`src/rtl/shift2_seq_pkg.sv`:
```
// Shared types and defaults for the shift-by-2 sequencing controller.
package shift2_seq_pkg;

    localparam int DEF_WIDTH = 32;
    localparam int DEF_AMT_W = 5;

    localparam logic DIR_LEFT  = 1'b1;
    localparam logic DIR_RIGHT = 1'b0;

    typedef enum logic [1:0] {
        IDLE   = 2'd0,
        SHIFT2 = 2'd1,
        SHIFT1 = 2'd2,
        DONE   = 2'd3
    } state_t;

endpackage

```
`src/rtl/shift2_ctl_dec.sv`:
```
// Decodes registered FSM state and direction into the shift stage's one-hot
// select lines and their active-low complements.
module shift2_ctl_dec
    import shift2_seq_pkg::*;
(
    input  state_t state,
    input  logic   dir,
    output logic   L_SHIFT,
    output logic   R_SHIFT,
    output logic   NO_SHIFT,
    output logic   LEFT_NOT,
    output logic   RIGHT_NOT,
    output logic   OLD_NOT
);

    // Stage shifts only while iterating; every other state passes through.
    always_comb begin
        L_SHIFT  = 1'b0;
        R_SHIFT  = 1'b0;
        NO_SHIFT = 1'b1;
        if (state == SHIFT2) begin
            L_SHIFT  = (dir == DIR_LEFT);
            R_SHIFT  = (dir == DIR_RIGHT);
            NO_SHIFT = 1'b0;
        end
        LEFT_NOT  = ~L_SHIFT;
        RIGHT_NOT = ~R_SHIFT;
        OLD_NOT   = ~NO_SHIFT;
    end

endmodule

```
`src/rtl/shift2_seq_ctrl.sv`:
```
// Multi-cycle logical shifter: iterates an external shift-by-2 stage and
// finishes odd amounts with one internal 1-bit shift.
module shift2_seq_ctrl
    import shift2_seq_pkg::*;
#(
    parameter int WIDTH = DEF_WIDTH,
    parameter int AMT_W = DEF_AMT_W
) (
    input  logic             CLK,
    input  logic             RESET_N,
    input  logic             REQ_VALID,
    output logic             REQ_READY,
    input  logic [WIDTH-1:0] REQ_DATA,
    input  logic [AMT_W-1:0] REQ_AMT,
    input  logic             REQ_DIR,
    output logic             RSP_VALID,
    input  logic             RSP_READY,
    output logic [WIDTH-1:0] RSP_DATA,
    output logic [WIDTH-1:0] SH_IN,
    input  logic [WIDTH-1:0] SH_OUT,
    output logic             L_SHIFT,
    output logic             R_SHIFT,
    output logic             NO_SHIFT,
    output logic             LEFT_NOT,
    output logic             RIGHT_NOT,
    output logic             OLD_NOT
);

    localparam logic [AMT_W-2:0] CNT_ONE = {{(AMT_W-2){1'b0}}, 1'b1};

    state_t           state, state_d;
    logic [WIDTH-1:0] data, data_d;
    logic [AMT_W-2:0] cnt, cnt_d;
    logic             odd, odd_d;
    logic             dir, dir_d;

    // State and datapath registers; reset drops any in-flight request.
    always_ff @(posedge CLK) begin
        if (!RESET_N) begin
            state <= IDLE;
            data  <= '0;
            cnt   <= '0;
            odd   <= 1'b0;
            dir   <= 1'b0;
        end else begin
            state <= state_d;
            data  <= data_d;
            cnt   <= cnt_d;
            odd   <= odd_d;
            dir   <= dir_d;
        end
    end

    // Next-state and datapath update; cnt holds remaining shift-by-2 passes.
    always_comb begin
        state_d = state;
        data_d  = data;
        cnt_d   = cnt;
        odd_d   = odd;
        dir_d   = dir;
        case (state)
            IDLE: begin
                if (REQ_VALID) begin
                    data_d = REQ_DATA;
                    cnt_d  = REQ_AMT[AMT_W-1:1];
                    odd_d  = REQ_AMT[0];
                    dir_d  = REQ_DIR;
                    if (REQ_AMT[AMT_W-1:1] != '0) state_d = SHIFT2;
                    else if (REQ_AMT[0])          state_d = SHIFT1;
                    else                          state_d = DONE;
                end
            end
            SHIFT2: begin
                data_d = SH_OUT;
                cnt_d  = cnt - CNT_ONE;
                if (cnt == CNT_ONE) state_d = odd ? SHIFT1 : DONE;
            end
            SHIFT1: begin
                data_d  = (dir == DIR_LEFT) ? {data[WIDTH-2:0], 1'b0}
                                            : {1'b0, data[WIDTH-1:1]};
                state_d = DONE;
            end
            DONE: begin
                if (RSP_READY) state_d = IDLE;
            end
            default: state_d = IDLE;
        endcase
    end

    assign REQ_READY = (state == IDLE);
    assign RSP_VALID = (state == DONE);
    assign RSP_DATA  = data;
    assign SH_IN     = data;

    shift2_ctl_dec u_dec (
        .state     (state),
        .dir       (dir),
        .L_SHIFT   (L_SHIFT),
        .R_SHIFT   (R_SHIFT),
        .NO_SHIFT  (NO_SHIFT),
        .LEFT_NOT  (LEFT_NOT),
        .RIGHT_NOT (RIGHT_NOT),
        .OLD_NOT   (OLD_NOT)
    );

endmodule

```
`config.mk`:
```
export PLATFORM = sky130hd
export DESIGN_NAME = shift2_seq_ctrl
export DESIGN_NICKNAME = d
export VERILOG_FILES = /design/src/rtl/shift2_seq_pkg.sv /design/src/rtl/shift2_ctl_dec.sv /design/src/rtl/shift2_seq_ctrl.sv
export SDC_FILE = /design/constraint.sdc
export NUM_CORES = 1
export LEC_CHECK = 0
export CORE_UTILIZATION = 40
export DETAILED_ROUTE_END_ITERATION = 16
export PLACE_DENSITY = 0.8
export SYNTH_ARGS = -nofsm -noshare
export SYNTH_HDL_FRONTEND = slang
export SYNTH_SLANG_ARGS = --single-unit
export TNS_END_PERCENT = 5
```
`constraint.sdc`:
```
create_clock -name CLK -period 3.6 [get_ports CLK]
set_clock_uncertainty 0.2 [all_clocks]
set_input_delay 0.72 -clock CLK [delete_from_list [all_inputs] [get_ports CLK]]
set_output_delay 0.72 -clock CLK [all_outputs]
set_load 0.02 [all_outputs]
```
==> results of run 1 <==
==> worst max-delay path: cells and delay by family (launching register included) <==
kind,cells,cell delay (ns)
buffers and inverters,4,1.03
flip-flops,1,0.36
adder cells (fa/ha/maj),1,0.27
AND/OR/NAND/NOR,1,0.11
==> worst max path at each step <==
stage	startpoint	end	slack [ns]
after detailed placement	state[1]	L_SHIFT	0.96
after global placement	state[1]	L_SHIFT	1.03
after global routing	state[1]	L_SHIFT	0.53
final	state[1]	L_SHIFT	0.62
after CTS	state[1]	L_SHIFT	0.63
after floorplan	state[1]	L_SHIFT	1.28
==> layer usage <==
layer,vias to the layer above,share of wire,GRT usage,wire (µm)
met5,-,0,0,0
met4,0,0.011,0.06667,98
met3,9,0.059,0.03602,507
met2,118,0.50,0.4123,4265
met1,1399,0.43,0.2701,3689
li1,1389,-,-,-
==> metrics by stage <==
step / cell area [µm²] / total power [mW] / instances / worst slack, ns / hold slack (ns)
floorplan: 2890 / 2.517 / 329 / 1.276 / 0.2319
global placement: 4153 / 3.264 / 518 / 1.034 / 0.2406
detailed placement: 4153 / 3.320 / 518 / 0.9556 / 0.2493
CTS: 4243 / 3.645 / 526 / 0.6325 / 0.2604
global route: 4243 / 3.880 / 526 / 0.5332 / 0.2847
finish: 4243 / 3.624 / 526 / 0.6188 / 0.2579
==> layout make-up <==
type	count	area (µm²)
Inverter	9	33.78
Clock buffer	8	90.09
Multi-Input combinational cell	219	1678
Fill cell	601	2626
Timing Repair Buffer	154	1519
Sequential cell	40	802.0
Tap cell	96	120.1
==> cells by family after synthesis <==
group           Yosys count
mux                      31
buf+inv                  70
compound gates           81
fa+ha+maj                 8
flops                    40
simple gates             99
==> state kept, by name (all words and copies together), names as in the netlist <==
| register | cells |
|---|---|
| odd | 1 |
| state | 2 |
| cnt | 4 |
| RSP_DATA | 32 |
| dir | 1 |
==> where the power goes <==
group	internal, mW	switching (mW)
clock network	0.157	0.154
logic	1.17	1.30
registers	0.624	0.223
==> placed cells by master (no fill, tap or decap), drive strengths merged, types with 2 or more instances in the layout <==
master and n:
nor2 6, dfxtp 40, or3 30, clkbuf 8, o21ai 6, nand2 44, buf 9, a22oi 29
a21oi 2, o211ai 2, ha 8, nand2b 2, o311a 2, inv 8, mux2 30, nor2b 3
a21boi 5, clkdlybuf4s50 145, nand3 7, o2111a 30
==> impl_metrics.toml, run 1 <==
[status]
status = "finished, final reports clean"

[drt]
vias_per_cell = 5.542
detail_route.first_pass.iterations = 4
route.detailed.drc = 0
ant_nets = 0
wl_mm = 8.561
drtIter0Drc = 141
wl_per_cell_um = 16.28
vias = 2915

[finish]
drive_above_1_share = 0.05116
syn_to_final_growth_pct = 46.80
final_util = 0.6177
nets = 511
antenna-diode-count = 0

[synth]
ys_types = 39
synth_common_cells = "nand2_1 (44), dfxtp_1 (40), buf_4 (32)"
synth_top_family_by_area = "compound AO/OA/AOI/OAI gates"
synth_edf_count = 0
synth_top_area_cell = "dfxtp_1"
syn-num-nets = 411
synth_cells = 329
ys_top_cells_by_area = "dfxtp_1 (28%), mux2_1 (12%), o2111a_1 (12%), buf_4 (8.3%), a22oi_1 (7.5%)"
synth_ff_type = "dfxtp_1"
ys_async_sr_fraction = 0
ys_seq_elements = 40
synth_area_um2 = 2890
synth-xor-area-share = 0
synthAdderAreaFrac = 0.03463
synth-compound-area-share = 0.2481
yosysWarningCount = 0
avgSynthCellArea_um2 = 8.785
yosysMostFrequentCell = "nand2_1"
ys_seq_area_frac = 0.2771
synthMuxAreaShare = 0.1203
synth_simple_gate_area_share = 0.1745
synthDominantCellAreaShare = 0.2771

[power]
p_leak_nw = 1.577
ir_drop_mv = 0.5107
p_per_area_nw_per_um2 = 854.2

[sta]
rsz0062_at_grt = "false"
hold_viol_final = 0
setup_viol = 0
report.final.slew_viol_count = 0
period_share = 0.8281
relSlewSlack = 0.2421
fmax_mhz = 335.4
final.min_clock_period_ns = 2.981
worstMarginPinSlew_ns = 1.137
setup_tns_ns = 0

[grt]
antenna_found_initial = 0
grt_pass1_vias = 2878
overflow = 0
grt_pass1_wl_mm = 13.65
grt_max_degree = 43
track_usage = 0.2257

[clock_tree]
cts_buffer_depth = 2
postCtsSetupRepairBufs = 0
cts_tree = "yes"
ctsHoldBuffers = 0
clock_sinks = 40
htreeDepth = 2
numCtsBuffers = 5
cts.repair.resized = 0
clkLatencyLatePin_ns = 0.29
cts.root.buffer_cell = "clkbuf_8"
clk_pin_slew_ns = 0.08

[worst_hold_path]
min_path_cells = 2
hp-class = "reg -> reg"
worstHoldStart = "odd"
holdPathEnd = "odd"

[floorplan]
die_y_um = 87.01
die_width_um = 87.01
rows = 30
pin_count = 146
core_area_um2 = 6869
dieArea_um2 = 7570
start_util = 0.4208

[setup_path]
critPathCaptureType = "output port"
slowest_delay_ns = 0.59
worstPathCellList = "inv_1 -> ha_1 -> buf_4 -> nand2_1 -> inv_2 -> clkdlybuf4s50_1"
reg2reg_slack_ns = 1.10
critPathLaunchType = "flop"
r2r.worst_path.cells = 7
required_ns = 2.68
worstPathArrival_ns = 2.06
path_max_fanout = 16
criticalPathCategory = "reg -> out"
crit_slowest_cell = "clkdlybuf4s50_1"
r2r-end = "RSP_DATA[11]"
rr_startpoint = "state[0]"

[flow_run]
drv_cap = 0

[placed_design]
numPortBuffers = 145
gp_congestion = 0.8945
dpl.hpwl_mm = 6.105
No activity file was read; power rests on OpenSTA's default activity.
==> inputs of run 2 (changes only) <==
Settings changed: CORE_UTILIZATION 40 to 37, PLACE_DENSITY 0.8 to 0.78.
Clock period 3.6 ns to 2.56 ns, I/O delays scaled along.
==> run 2 against run 1 <==
Utilization shrank 4.3 points. Die area grew 7.9%. First-iteration DRC count shrank 26%. Clock power grew 27%. Sequential share of layout area shrank 0.067 points. Worst hold slack lost 0.0012 ns. Register-to-register slack lost 0.80 ns. Clock-buffer cell count shrank 2. Critical path type unchanged.
==> impl_metrics.toml, run 2 (same netlist as run 1, synthesis figures left out) <==
[status]
status = "finished, final reports clean"

[clock_tree]
clock_sinks = 40
htreeDepth = 2
postCtsSetupRepairBufs = 0
numCtsBuffers = 5
cts_tree = "yes"
clkLatencyLatePin_ns = 0.29
ctsHoldBuffers = 0
cts_buffer_depth = 2
clk_pin_slew_ns = 0.07
cts.root.buffer_cell = "clkbuf_8"

[drt]
vias_per_cell = 5.437
drtIter0Drc = 105
detail_route.first_pass.iterations = 4
wl_per_cell_um = 16.25
route.detailed.drc = 0
wl_mm = 8.594
vias = 2876
ant_nets = 0

[finish]
syn_to_final_growth_pct = 47.32
nets = 512
final_common_cell = "clkdlybuf4s50_1"
largest_reg_flops = 32
antenna-diode-count = 0
final_cell_mix = "clkdlybuf4s50_1 (140), nand2_1 (44), dfxtp_1 (39)"
drive_above_1_share = 0.06047

[sta]
setup_viol = 0
report.final.slew_viol_count = 0
period_share = 0.9595
worstMarginPinSlew_ns = 1.171
final.min_clock_period_ns = 2.456
fmax_mhz = 407.1
setup_tns_ns = 0
relSlewSlack = 0.2192
rsz0062_at_grt = "false"
hold_viol_final = 0

[placed_design]
numPortBuffers = 145
gp_congestion = 0.7576
dpl.hpwl_mm = 6.108

[setup_path]
crit_start = "state[0]"
required_ns = 1.85
worstPathArrival_ns = 1.74
r2r-end = "RSP_DATA[1]"
critPathCaptureType = "output port"
criticalPathCategory = "reg -> out"
rr_startpoint = "state[0]"
worstPathCellList = "inv_1 -> ha_2 -> clkdlybuf4s50_1"
reg2reg_slack_ns = 0.30
critPathLaunchType = "flop"
r2r.worst_path.cells = 7
critical_path.top_delay_family = "buffers and inverters"
cp_num_buf_inv = 2
path_max_fanout = 10
crit_slowest_cell = "clkdlybuf4s50_1"
slowest_delay_ns = 0.65

[grt]
overflow = 0
grt_pass1_wl_mm = 14.32
grt_max_degree = 43
grt_pass1_vias = 2808
antenna_found_initial = 0
track_usage = 0.2131

[floorplan]
rows = 31
pin_count = 146
die_width_um = 90.38
die_y_um = 90.38
start_util = 0.3901
dieArea_um2 = 8169
core_area_um2 = 7408

[power]
p_leak_nw = 1.609
power_mw = 5.044
ir_drop_mv = 0.6446
p_per_area_nw_per_um2 = 1185

[worst_hold_path]
worstHoldStart = "odd"
hp-class = "reg -> reg"
holdPathEnd = "odd"
min_path_cells = 2

[flow_run]
drv_cap = 0
==> run 2: changes by cell type in the layout (fill, tap and decap cells not counted) <==
cell,before,now
ha_2,0,3
clkbuf_1,2,1
dlymetal6s2s_1,0,4
clkinv_2,0,1
clkdlybuf4s50_1,145,140
clkbuf_8,6,5
dlygate4sd2_1,0,1
buf_4,9,10
ha_1,8,5
==> run 2: worst reg2reg max path, delay by kind of cell, from the launching register on <==
kind / cells / cell delay, ns
flops: 1 / 0.42
compound gates: 1 / 0.15
buf+inv: 3 / 0.68
fa+ha+maj: 1 / 0.32
simple gates: 2 / 0.38
==> run 2: how the worst max path moves through the flow <==
stage	end	slack, ns	cells after the start
6_report	REQ_READY	0.10	3
5_1_grt	REQ_READY	0.01	3
4_1_cts	R_SHIFT	0.01	5
3_5_place_dp	RSP_DATA[8]	0.20	5
3_3_place_gp	RSP_DATA[15]	0.27	5
2_1_floorplan	RSP_DATA[21]	0.41	8
==> run 2: layer usage <==
metal,vias up,share of wire,GRT usage
li1,1383,-,-
met1,1384,0.45,0.2724
met2,105,0.49,0.3626
met3,4,0.061,0.05135
met4,0,0.0029,0.04435
met5,-,0,0
==> run 2: power by group <==
part | switching [mW] | internal [mW] | total [mW]
sequential | 0.296 | 0.877 | 1.17
combinational | 1.84 | 1.64 | 3.48
clock | 0.211 | 0.185 | 0.396
==> run 2: layout make-up <==
type	count	area [µm²]
clock buffer	6	72.57
sequential	40	802.0
fill	664	3151
inverter	9	33.78
tap	99	123.9
timing repair buffer	155	1535
multi-input combinational	219	1685
clock inverter	1	5.005
==> run 2: stage by stage <==
step	hold slack (ns)	util	area, µm²	cells	setup WS [ns]
finish	0.2568	0.5747	4258	529	0.1036
global route	0.2883	0.5747	4258	529	0.01445
detailed placement	0.2494	0.5621	4164	522	0.2018
floorplan	0.2319	-	2890	329	0.4078
CTS	0.2593	0.5727	4243	529	0.01138
global placement	0.2414	0.5621	4164	522	0.2659
==> run 2: repair_timing <==
action | in CTS | in global routing
gates resized for setup | 2 | 6
pin swaps | 0 | 0
endpoints found under the setup margin | 2 | 4
